`src/rtl/life_pkg.sv`:
```
// Shared types and B3/S23 rule constants for the Game-of-Life engine.
package life_pkg;

    typedef enum logic {
        IDLE = 1'b0,
        RUN  = 1'b1
    } state_t;

    // Birth needs exactly BIRTH_N neighbours; survival needs SURV_LO..SURV_HI.
    localparam int BIRTH_N = 3;
    localparam int SURV_LO = 2;
    localparam int SURV_HI = 3;

endpackage

```
`src/rtl/life_gen_if.sv`:
```
// Control/status bundle between the grid loader, life_gen and the readout logic.
interface life_gen_if #(
    parameter int ROWS  = 16,
    parameter int COLS  = 16,
    parameter int CNT_W = 16
);
    localparam int CELLS = ROWS * COLS;
    localparam int POP_W = $clog2(CELLS + 1);

    logic             clear;
    logic             load;
    logic             start;
    logic             pause;
    logic             stop_on_still;
    logic [CNT_W-1:0] steps;
    logic [CELLS-1:0] grid_in;
    logic [CELLS-1:0] grid_out;
    logic             busy;
    logic             done;
    logic             still;
    logic [CNT_W-1:0] gen_count;
    logic [POP_W-1:0] pop_count;

    modport master (
        output clear, load, start, pause, stop_on_still, steps, grid_in,
        input  grid_out, busy, done, still, gen_count, pop_count
    );

    modport slave (
        input  clear, load, start, pause, stop_on_still, steps, grid_in,
        output grid_out, busy, done, still, gen_count, pop_count
    );
endinterface

```
`src/rtl/life_cell.sv`:
```
// Next-state logic for a single cell from its eight neighbours.
module life_cell
    import life_pkg::*;
(
    input  logic [7:0] nbr_i,
    input  logic       cur_i,
    output logic       nxt_o
);
    logic [3:0] cnt;

    // Count live neighbours, then apply birth/survival.
    always_comb begin
        cnt = '0;
        for (int i = 0; i < 8; i++) begin
            cnt = cnt + 4'(nbr_i[i]);
        end
        nxt_o = (cnt == 4'(BIRTH_N)) ||
                (cur_i && (cnt >= 4'(SURV_LO)) && (cnt <= 4'(SURV_HI)));
    end
endmodule

```
`src/rtl/life_gen.sv`:
```
// Game-of-Life generation engine: one generation per clock over a ROWS x COLS grid.
module life_gen
    import life_pkg::*;
#(
    parameter int ROWS  = 16,
    parameter int COLS  = 16,
    parameter int WRAP  = 0,
    parameter int CNT_W = 16
) (
    input  logic       clk,
    input  logic       reset,
    life_gen_if.slave  bus
);
    localparam int CELLS = ROWS * COLS;
    localparam int POP_W = $clog2(CELLS + 1);

    state_t           state_q, state_d;
    logic [CELLS-1:0] grid_q, grid_d, grid_nxt;
    logic [CNT_W-1:0] gen_q, gen_d, rem_q, rem_d;
    logic             still_q, still_d, done_q, done_d;
    logic [POP_W-1:0] pop;

    // Per-cell neighbour gathering; off-grid neighbours are either wrapped or tied dead.
    for (genvar gi = 0; gi < ROWS; gi++) begin : g_row
        for (genvar gj = 0; gj < COLS; gj++) begin : g_col
            logic [7:0] nbr;
            for (genvar gk = 0; gk < 8; gk++) begin : g_nbr
                localparam int  DR     = (gk < 3) ? -1 : ((gk < 5) ? 0 : 1);
                localparam int  DC     = (gk == 0 || gk == 3 || gk == 5) ? -1 :
                                         ((gk == 1 || gk == 6) ? 0 : 1);
                localparam int  RR     = gi + DR;
                localparam int  CC     = gj + DC;
                localparam bit  INSIDE = (RR >= 0) && (RR < ROWS) && (CC >= 0) && (CC < COLS);
                localparam int  RW     = (RR + ROWS) % ROWS;
                localparam int  CW     = (CC + COLS) % COLS;
                if (WRAP != 0 || INSIDE) begin : g_live
                    assign nbr[gk] = grid_q[RW*COLS + CW];
                end else begin : g_dead
                    assign nbr[gk] = 1'b0;
                end
            end
            life_cell u_cell (
                .nbr_i (nbr),
                .cur_i (grid_q[gi*COLS + gj]),
                .nxt_o (grid_nxt[gi*COLS + gj])
            );
        end
    end

    // Population of the visible grid, zero latency from grid_out.
    always_comb begin
        pop = '0;
        for (int i = 0; i < CELLS; i++) begin
            pop = pop + POP_W'(grid_q[i]);
        end
    end

    // Next-state decode: clear > load > start > run step.
    always_comb begin
        state_d = state_q;
        grid_d  = grid_q;
        gen_d   = gen_q;
        rem_d   = rem_q;
        still_d = still_q;
        done_d  = 1'b0;
        if (bus.clear) begin
            state_d = IDLE;
            grid_d  = '0;
            gen_d   = '0;
            rem_d   = '0;
            still_d = 1'b0;
        end else if (state_q == IDLE) begin
            if (bus.load) begin
                grid_d  = bus.grid_in;
                gen_d   = '0;
                still_d = 1'b0;
            end else if (bus.start) begin
                still_d = 1'b0;
                if (bus.steps == '0) begin
                    done_d = 1'b1;
                end else begin
                    state_d = RUN;
                    rem_d   = bus.steps;
                end
            end
        end else if (!bus.pause) begin
            gen_d = gen_q + CNT_W'(1);
            if (bus.stop_on_still && (grid_nxt == grid_q)) begin
                // Still life: the generation is counted but the run ends here.
                state_d = IDLE;
                done_d  = 1'b1;
                still_d = 1'b1;
            end else begin
                grid_d = grid_nxt;
                rem_d  = rem_q - CNT_W'(1);
                if (rem_q == CNT_W'(1)) begin
                    state_d = IDLE;
                    done_d  = 1'b1;
                end
            end
        end
    end

    // State and datapath registers with synchronous reset.
    always_ff @(posedge clk) begin
        if (reset) begin
            state_q <= IDLE;
            grid_q  <= '0;
            gen_q   <= '0;
            rem_q   <= '0;
            still_q <= 1'b0;
            done_q  <= 1'b0;
        end else begin
            state_q <= state_d;
            grid_q  <= grid_d;
            gen_q   <= gen_d;
            rem_q   <= rem_d;
            still_q <= still_d;
            done_q  <= done_d;
        end
    end

    assign bus.grid_out  = grid_q;
    assign bus.busy      = (state_q == RUN);
    assign bus.done      = done_q;
    assign bus.still     = still_q;
    assign bus.gen_count = gen_q;
    assign bus.pop_count = pop;
endmodule

```
`src/flat_wrapper.sv`:
```
// flat-port wrapper written by rule: the top's interface ports become plain ports
module life_gen_flat import life_pkg::*;
#(
    parameter int ROWS  = 16,
    parameter int COLS  = 16,
    parameter int WRAP  = 0,
    parameter int CNT_W = 16
)
  (clk, reset, bus_clear, bus_load, bus_start, bus_pause, bus_stop_on_still, bus_steps, bus_grid_in, bus_grid_out, bus_busy, bus_done, bus_still, bus_gen_count, bus_pop_count);
  life_gen_if #(.ROWS(ROWS), .COLS(COLS), .CNT_W(CNT_W)) bus_i ();
  input  logic clk;
  input  logic reset;
  input wire logic [$bits(bus_i.clear)-1:0] bus_clear;
  input wire logic [$bits(bus_i.load)-1:0] bus_load;
  input wire logic [$bits(bus_i.start)-1:0] bus_start;
  input wire logic [$bits(bus_i.pause)-1:0] bus_pause;
  input wire logic [$bits(bus_i.stop_on_still)-1:0] bus_stop_on_still;
  input wire logic [$bits(bus_i.steps)-1:0] bus_steps;
  input wire logic [$bits(bus_i.grid_in)-1:0] bus_grid_in;
  output wire logic [$bits(bus_i.grid_out)-1:0] bus_grid_out;
  output wire logic [$bits(bus_i.busy)-1:0] bus_busy;
  output wire logic [$bits(bus_i.done)-1:0] bus_done;
  output wire logic [$bits(bus_i.still)-1:0] bus_still;
  output wire logic [$bits(bus_i.gen_count)-1:0] bus_gen_count;
  output wire logic [$bits(bus_i.pop_count)-1:0] bus_pop_count;
  assign bus_i.clear = bus_clear;
  assign bus_i.load = bus_load;
  assign bus_i.start = bus_start;
  assign bus_i.pause = bus_pause;
  assign bus_i.stop_on_still = bus_stop_on_still;
  assign bus_i.steps = bus_steps;
  assign bus_i.grid_in = bus_grid_in;
  assign bus_grid_out = bus_i.grid_out;
  assign bus_busy = bus_i.busy;
  assign bus_done = bus_i.done;
  assign bus_still = bus_i.still;
  assign bus_gen_count = bus_i.gen_count;
  assign bus_pop_count = bus_i.pop_count;
  life_gen #(.ROWS(ROWS), .COLS(COLS), .WRAP(WRAP), .CNT_W(CNT_W)) u_core (.clk(clk), .reset(reset), .bus(bus_i));
endmodule
```
`config.mk`:
```
export PLATFORM = sky130hd
export DESIGN_NAME = life_gen_flat
export DESIGN_NICKNAME = d
export VERILOG_FILES = /design/src/rtl/life_pkg.sv /design/src/rtl/life_gen_if.sv /design/src/rtl/life_cell.sv /design/src/rtl/life_gen.sv /design/src/flat_wrapper.sv
export SDC_FILE = /design/constraint.sdc
export NUM_CORES = 2
export LEC_CHECK = 0
export ABC_AREA = 1
export CAP_MARGIN = 0
export CORE_AREA = 2 2 401 403
export CTS_CLUSTER_SIZE = 16
export DETAILED_ROUTE_END_ITERATION = 12
export DIE_AREA = 0 0 403 405
export DONT_BUFFER_PORTS = 1
export HOLD_SLACK_MARGIN = 0.15
export SYNTH_ARGS = -nofsm -noshare
export SYNTH_HDL_FRONTEND = slang
export SYNTH_SLANG_ARGS = --single-unit
```
`constraint.sdc`:
```
create_clock -name clk -period 16.6 [get_ports clk]
set_input_delay 1.66 -clock clk [delete_from_list [all_inputs] [get_ports clk]]
set_output_delay 1.66 -clock clk [all_outputs]
set_load 0.05 [all_outputs]
```
**Word-level counts from Yosys, hierarchy flattened**

Cells that the tools add are included.

- Add/sub/neg operators: 1,846
- Multipliers: 0
- Divide/modulo/power cells: 0
- $lt $le $gt $ge: 512
- Eq/ne operators: 263
- Shifts and indexed selects: 0
- Mux-type cells: 32
- Bitwise operators: 0
- Reduce and logical (&&, ||, !) cells: 778

Operator list:

| cell | number |
|---|---|
| adder 4 x 1 -> 4 bit | 870 |
| adder 9 x 1 -> 9 bit | 254 |
| 2-to-1 mux 256 bit | 4 |
| equality test 4 x 2 -> 1 bit (second input constant) | 252 |
| greater-or-equal comparator 4 x 2 -> 1 bit (second input constant) | 252 |
| less-or-equal comparator 4 x 2 -> 1 bit (second input constant) | 252 |
| adder 3 x 1 -> 4 bit | 237 |
| adder 2 x 1 -> 3 bit | 241 |
| logical AND 1 bit | 513 |
| adder 1 x 1 -> 2 bit | 242 |
| equality test 256 bit | 1 |
| logical OR 1 bit | 256 |
| 2-to-1 mux 16 bit | 9 |
| 2-to-1 mux 1 bit | 19 |
| adder 16 x 1 -> 16 bit (second input constant) | 1 |
| equality test 16 x 1 -> 1 bit (second input constant) | 1 |
| logical NOT 16 bit | 1 |
| subtractor 16 x 1 -> 16 bit (second input constant) | 1 |
| equality test 3 x 2 -> 1 bit (second input constant) | 4 |
| greater-or-equal comparator 3 x 2 -> 1 bit (second input constant) | 4 |
| less-or-equal comparator 3 x 2 -> 1 bit (second input constant) | 4 |
| inequality test 2 bit (second input constant) | 3 |
| AND reduction 3 bit | 2 |
| AND reduction 5 bit | 1 |
| other kinds (5) | 7 |

- Bits in registers: 291
- Latch bits: 0
- Bits in writable memories: 0
- Bits in read-only memories: 0
- Input bits: 279
- Output and inout bits: 284
- Word-level logic and storage cells: 3,437
- Memories: 0

**Logic depth before layout (Yosys ltp)**

- Depth after elaboration: 255
- Gate-level depth with buffers: 30
- Mapped depth without buffers: 30

**Hierarchy**

From an unflattened synthesis, not the netlist that was laid out.

- Cells, all modules: 11,760
- Area total of the unflattened synthesis: 80,888.8 um2

By module, submodules not included:

| module | times used | cells each | area an instance (um2) | seq. area each (um2) |
|---|---|---|---|---|
| life_cell at u_core.g_row[0].g_col[0].u_cell ... | 217 | 31 | 220.2 | 0.0 |
| life_gen | 1 | 3,785 | 24,758.7 | 5,825.6 |
| life_cell at u_core.g_row[10].g_col[15].u_cell ... | 39 | 32 | 214.0 | 0.0 |

**Worst setup path before layout**

OpenSTA, ideal clock, no wires.

- Path type: register -> output
- From: reg u_core.grid_q[40], in the netlist u_core.bus.grid_out[40]
- To: out bus_pop_count[7]
- Data arrival time: 8,352 ps
- Data required time: 14,940 ps
- Path slack: 6,588 ps
- Stages on the path, launching flop included: 27
- Buffers on the path: 0
- Cells stage by stage: dfxtp_1 inv_1 fa_1 inv_1 fa_1 fa_1 inv_1 fa_1 inv_1 fa_1 fa_1 fa_1 fa_1 fa_1 fa_1 inv_1 fa_1 inv_1 ha_1 a21oi_1 nand2_1 a21oi_1 inv_1 a21oi_1 o21bai_1 a21oi_1 xor2_1

- Longest elaborated chain between the ends: 216

RTL lines:

| element | RTL line | text |
|---|---|---|
| from (decl) | life_gen.sv:18 | `logic [CELLS-1:0] grid_q, grid_d, grid_nxt;` |
| from (signal assigned) | life_gen.sv:115 | `grid_q <= grid_d;` |
| adder 9 x 1 -> 9 bit (216 in a row) | life_gen.sv:54 | `pop = pop + POP_W'(grid_q[i]);` |
| to (decl) | flat_wrapper.sv:25 | `output wire logic [$bits(bus_i.pop_count)-1:0] bus_pop_count;` |

No other way between the ends.

**Final worst setup path**

- From: reg u_core.grid_q[134], in the netlist u_core.bus.grid_out[134]
- To: out bus_pop_count[6]

- Longest elaborated chain between the ends: 122

RTL lines:

| element | RTL line |
|---|---|
| adder 9 x 1 -> 9 bit (122 in a row) | life_gen.sv:54 |

No other way between the ends.

==> results by group <==
Placed design
  – Post-DP Area: between 60000 and 70000 sq um
  – IO Port Bufs: 0
  – DP HPWL: between 200000 and 250000 microns
  – Post-place setup slack: ~5200 ps
  – GP Congestion: ~1

Cells and area
  – Share of layout cells above drive strength 1: 0.03208
  – Fin area: ~69000 sq um
  – Final core occ: 0.4321
  – Final nets: 10.84k
  – Syn-to-layout area delta: 3.936%

Synth
  – Top post-synthesis cells by area: fa_1, ha_1, nand2_1
  – Top cell type's share of synthesized area: 0.3453
  – Net Count, Synth: about 11k
  – Mean post-synth cell area: around 7.5 sq um
  – Unique masters post-synth: 43
  – Yosys reg bits: between 200 and 300
  – Synth Flop Type: dfxtp_1
  – Dominant cell type by area after synthesis: fa_1
  – Synth warnings: 0
  – Post-synth top cells: nand2_1, inv_1, nor2_1
  – Synth Instances: slightly below 9k
  – Async SR Flop Fraction: 0
  – Cell with the most instances after synthesis: nand2_1
  – Sequential fraction of the synthesis area: 0.08798
  – Post-synth EDFFs: 0
  – Synth Cell Area: roughly 66000 sq um

Routing
  – Post-DR wirelength/cell: 24.49 microns
  – TritonRoute pass-1 iters: 6
  – Final ANT Viol Nets: 0
  – Routed WL: ~260000 microns
  – Post-DR vias/cell: around 5.2
  – Post-route DRC: 0
  – Routed via count: between 50k and 60k
  – DR iter-0 viols: around 4.7k

Timing
  – Slew @ Worst Pin: 1283 ps
  – Slew Limit Fails: 0
  – Count of final hold-check violations: 0
  – Final Skew: approximately 48 ps
  – Final setup viols: 0
  – Min Clock Period, post-route: 12080 ps
  – Max_slew headroom: 0.1415
  – Setup TNS: 0 ps
  – Max frequency: roughly 83 MHz
  – Final worst path period share: 0.7279
  – RSZ-0062 raised after global routing: false
  – Worst setup margin: ~4500 ps

Critical path
  – Worst-path fanout max: 8
  – Max incr delay on CP: 970 ps
  – Worst Path Buf+Inv: 7
  – Reg2reg start: u_core.bus.grid_out[165]
  – R2R Setup Slk: a little under 8000 ps
  – Setup crit start: u_core.bus.grid_out[134]
  – Levels on crit path: 25
  – Startpoint class of the critical path: flop
  – RR Endpoint: u_core.bus.grid_out[130]
  – End point of the critical path: bus_pop_count[6]
  – Crit path max-delay family: adder cells
  – CP endpoint kind: output pin
  – FF-to-FF path depth: 23
  – Crit-path slowest cell: nor2_1
  – CP arrival: 10420 ps
  – Most used cell, CP: fa_1
  – Critical path class: reg2out
  – CP required: ~15000 ps

Die
  – Row count: approximately 150
  – Die height: about 410 microns
  – Die W: 403 microns
  – Core ar.: around 160000 sq um
  – Boundary Pins: approximately 560
  – Initial Util: 0.4157
  – Die ar.: 163200 sq um

Clock network
  – Cts bufs inserted: 50
  – H-tree lvl count: 2
  – CTS tree: done
  – Worst-Skew Late Latency: around 700 ps
  – # hold bufs at CTS: 0
  – CTS Buffer Depth: 3
  – CTS Root Cell: clkbuf_16
  – Post-CTS Setup Inserts: 0
  – Post-CTS resize count: 0
  – Clock Pin Slew Worst Setup and Hold Paths: roughly 60 ps
  – Clock tree sinks: ~290

Pwr
  – VDD IR max: about 2600 uV
  – Power consumption: between 10 and 15 mW
  – Leak Pwr: ~38 nW
  – Cell area power density: between 150 and 200 nW/um^2

Flow run
  – Max-capacitance violation count: 0

Global routing
  – Global-route wire length before repair: 381700 microns
  – All-Layer GR Usage: 0.3261
  – GRT overflow: 0
  – Vias in the first global route: between 50k and 60k
  – Initial antenna violation count: 23
  – Largest net degree at the start of global routing: between 150 and 200

Hold path
  – Worst Hold Class: reg2reg

Status
  – Status: finished clean
## state kept, by name, summed over array words and instances, names as in the netlist
register              cells
u_core.bus.gen_count     16
u_core.rem_q             16
u_core.bus.busy           1
u_core.bus.done           1
u_core.bus.still          1
u_core.bus.grid_out     256
## worst min path at each step
stage               cells after the start              end       startpoint  slack, ps
floorplan                               2  u_core.rem_q[5]  u_core.rem_q[5]        470
global placement                        2  u_core.rem_q[5]  u_core.rem_q[5]        500
detailed placement                      4  u_core.rem_q[9]  u_core.rem_q[9]        520
CTS                                     4  u_core.rem_q[9]  u_core.rem_q[9]        530
global route                            4  u_core.rem_q[9]  u_core.rem_q[9]        570
finish                                  2  u_core.rem_q[5]  u_core.rem_q[5]        530
## cell usage in the layout, fill, tap and decap left out, types with 8 or more instances in the layout
cell	instances
nand2_1	2207
inv_1	1849
nor2_1	1249
fa_1	1142
ha_1	729
o21ai_0	319
dfxtp_1	290
nand3_1	287
buf_4	152
o21ai_1	68
nand4_1	63
a21oi_1	53
clkbuf_16	51
nand3b_1	39
a31oi_1	31
inv_2	24
o31ai_1	22
a21boi_1	18
or2_0	17
clkinv_2	15
o21bai_1	12
clkbuf_8	12
diode_2	8
xor2_1	8
nor3_1	8
## layout make-up
cell class / instances / area (sq um)
clock buffers: 69 / 1464
repair buffers: 153 / 1161
well taps: 2086 / 2610
diodes: 8 / 20.02
flip-flops and latches: 291 / 5829
fillers: 16361 / 90460
multi-input cells: 6316 / 50450
clock inverters: 24 / 246.5
inverters: 1874 / 7042
## kinds of logic (layout without fill, tap and decap cells)
| group | Yosys count | after routing | synth area share |
|---|---|---|---|
| buffers and inverters | 2280 | 2120 | 0.1504 |
| adders and majority gates | 1871 | 1871 | 0.4830 |
| xor gates and xnor gates | 9 | 9 | 0.001190 |
| and+or+nand+nor | 3893 | 3893 | 0.2331 |
| other | 0 | 8 | 0 |
| DFF | 291 | 291 | 0.08798 |
| AOI/OAI and AO/OA | 543 | 543 | 0.04437 |
## per-stage QoR
step	cells	hold WS, ps
global placement	10720	501.7
CTS	10813	532.6
finish	10821	528.2
detailed placement	10720	524.3
global route	10818	571.4
floorplan	8887	468.1
## power by group
group / internal [mW] / switching [mW]
combinational: 3.38 / 7.66
clock: 0.677 / 0.498
sequential: 0.731 / 0.141
total: 4.79 / 8.29
## tightest hold or removal path, delay by kind of cell, from the launching register on
family,cells,cell delay [ps]
AO/OA/AOI/OAI,1,50
AND/OR/NAND/NOR,1,90
flip-flops,1,360
## per-layer routing
| metal | GRT usage | part of all wire | vias to the layer above |
|---|---|---|---|
| met5 | 0 | 0.00065 | - |
| met2 | 0.5076 | 0.44 | 2234 |
| met1 | 0.4113 | 0.40 | 27405 |
| li1 | - | - | 25910 |
| met3 | 0.08617 | 0.097 | 487 |
| met4 | 0.1812 | 0.067 | 24 |
Power figures use the tool's default switching activity.
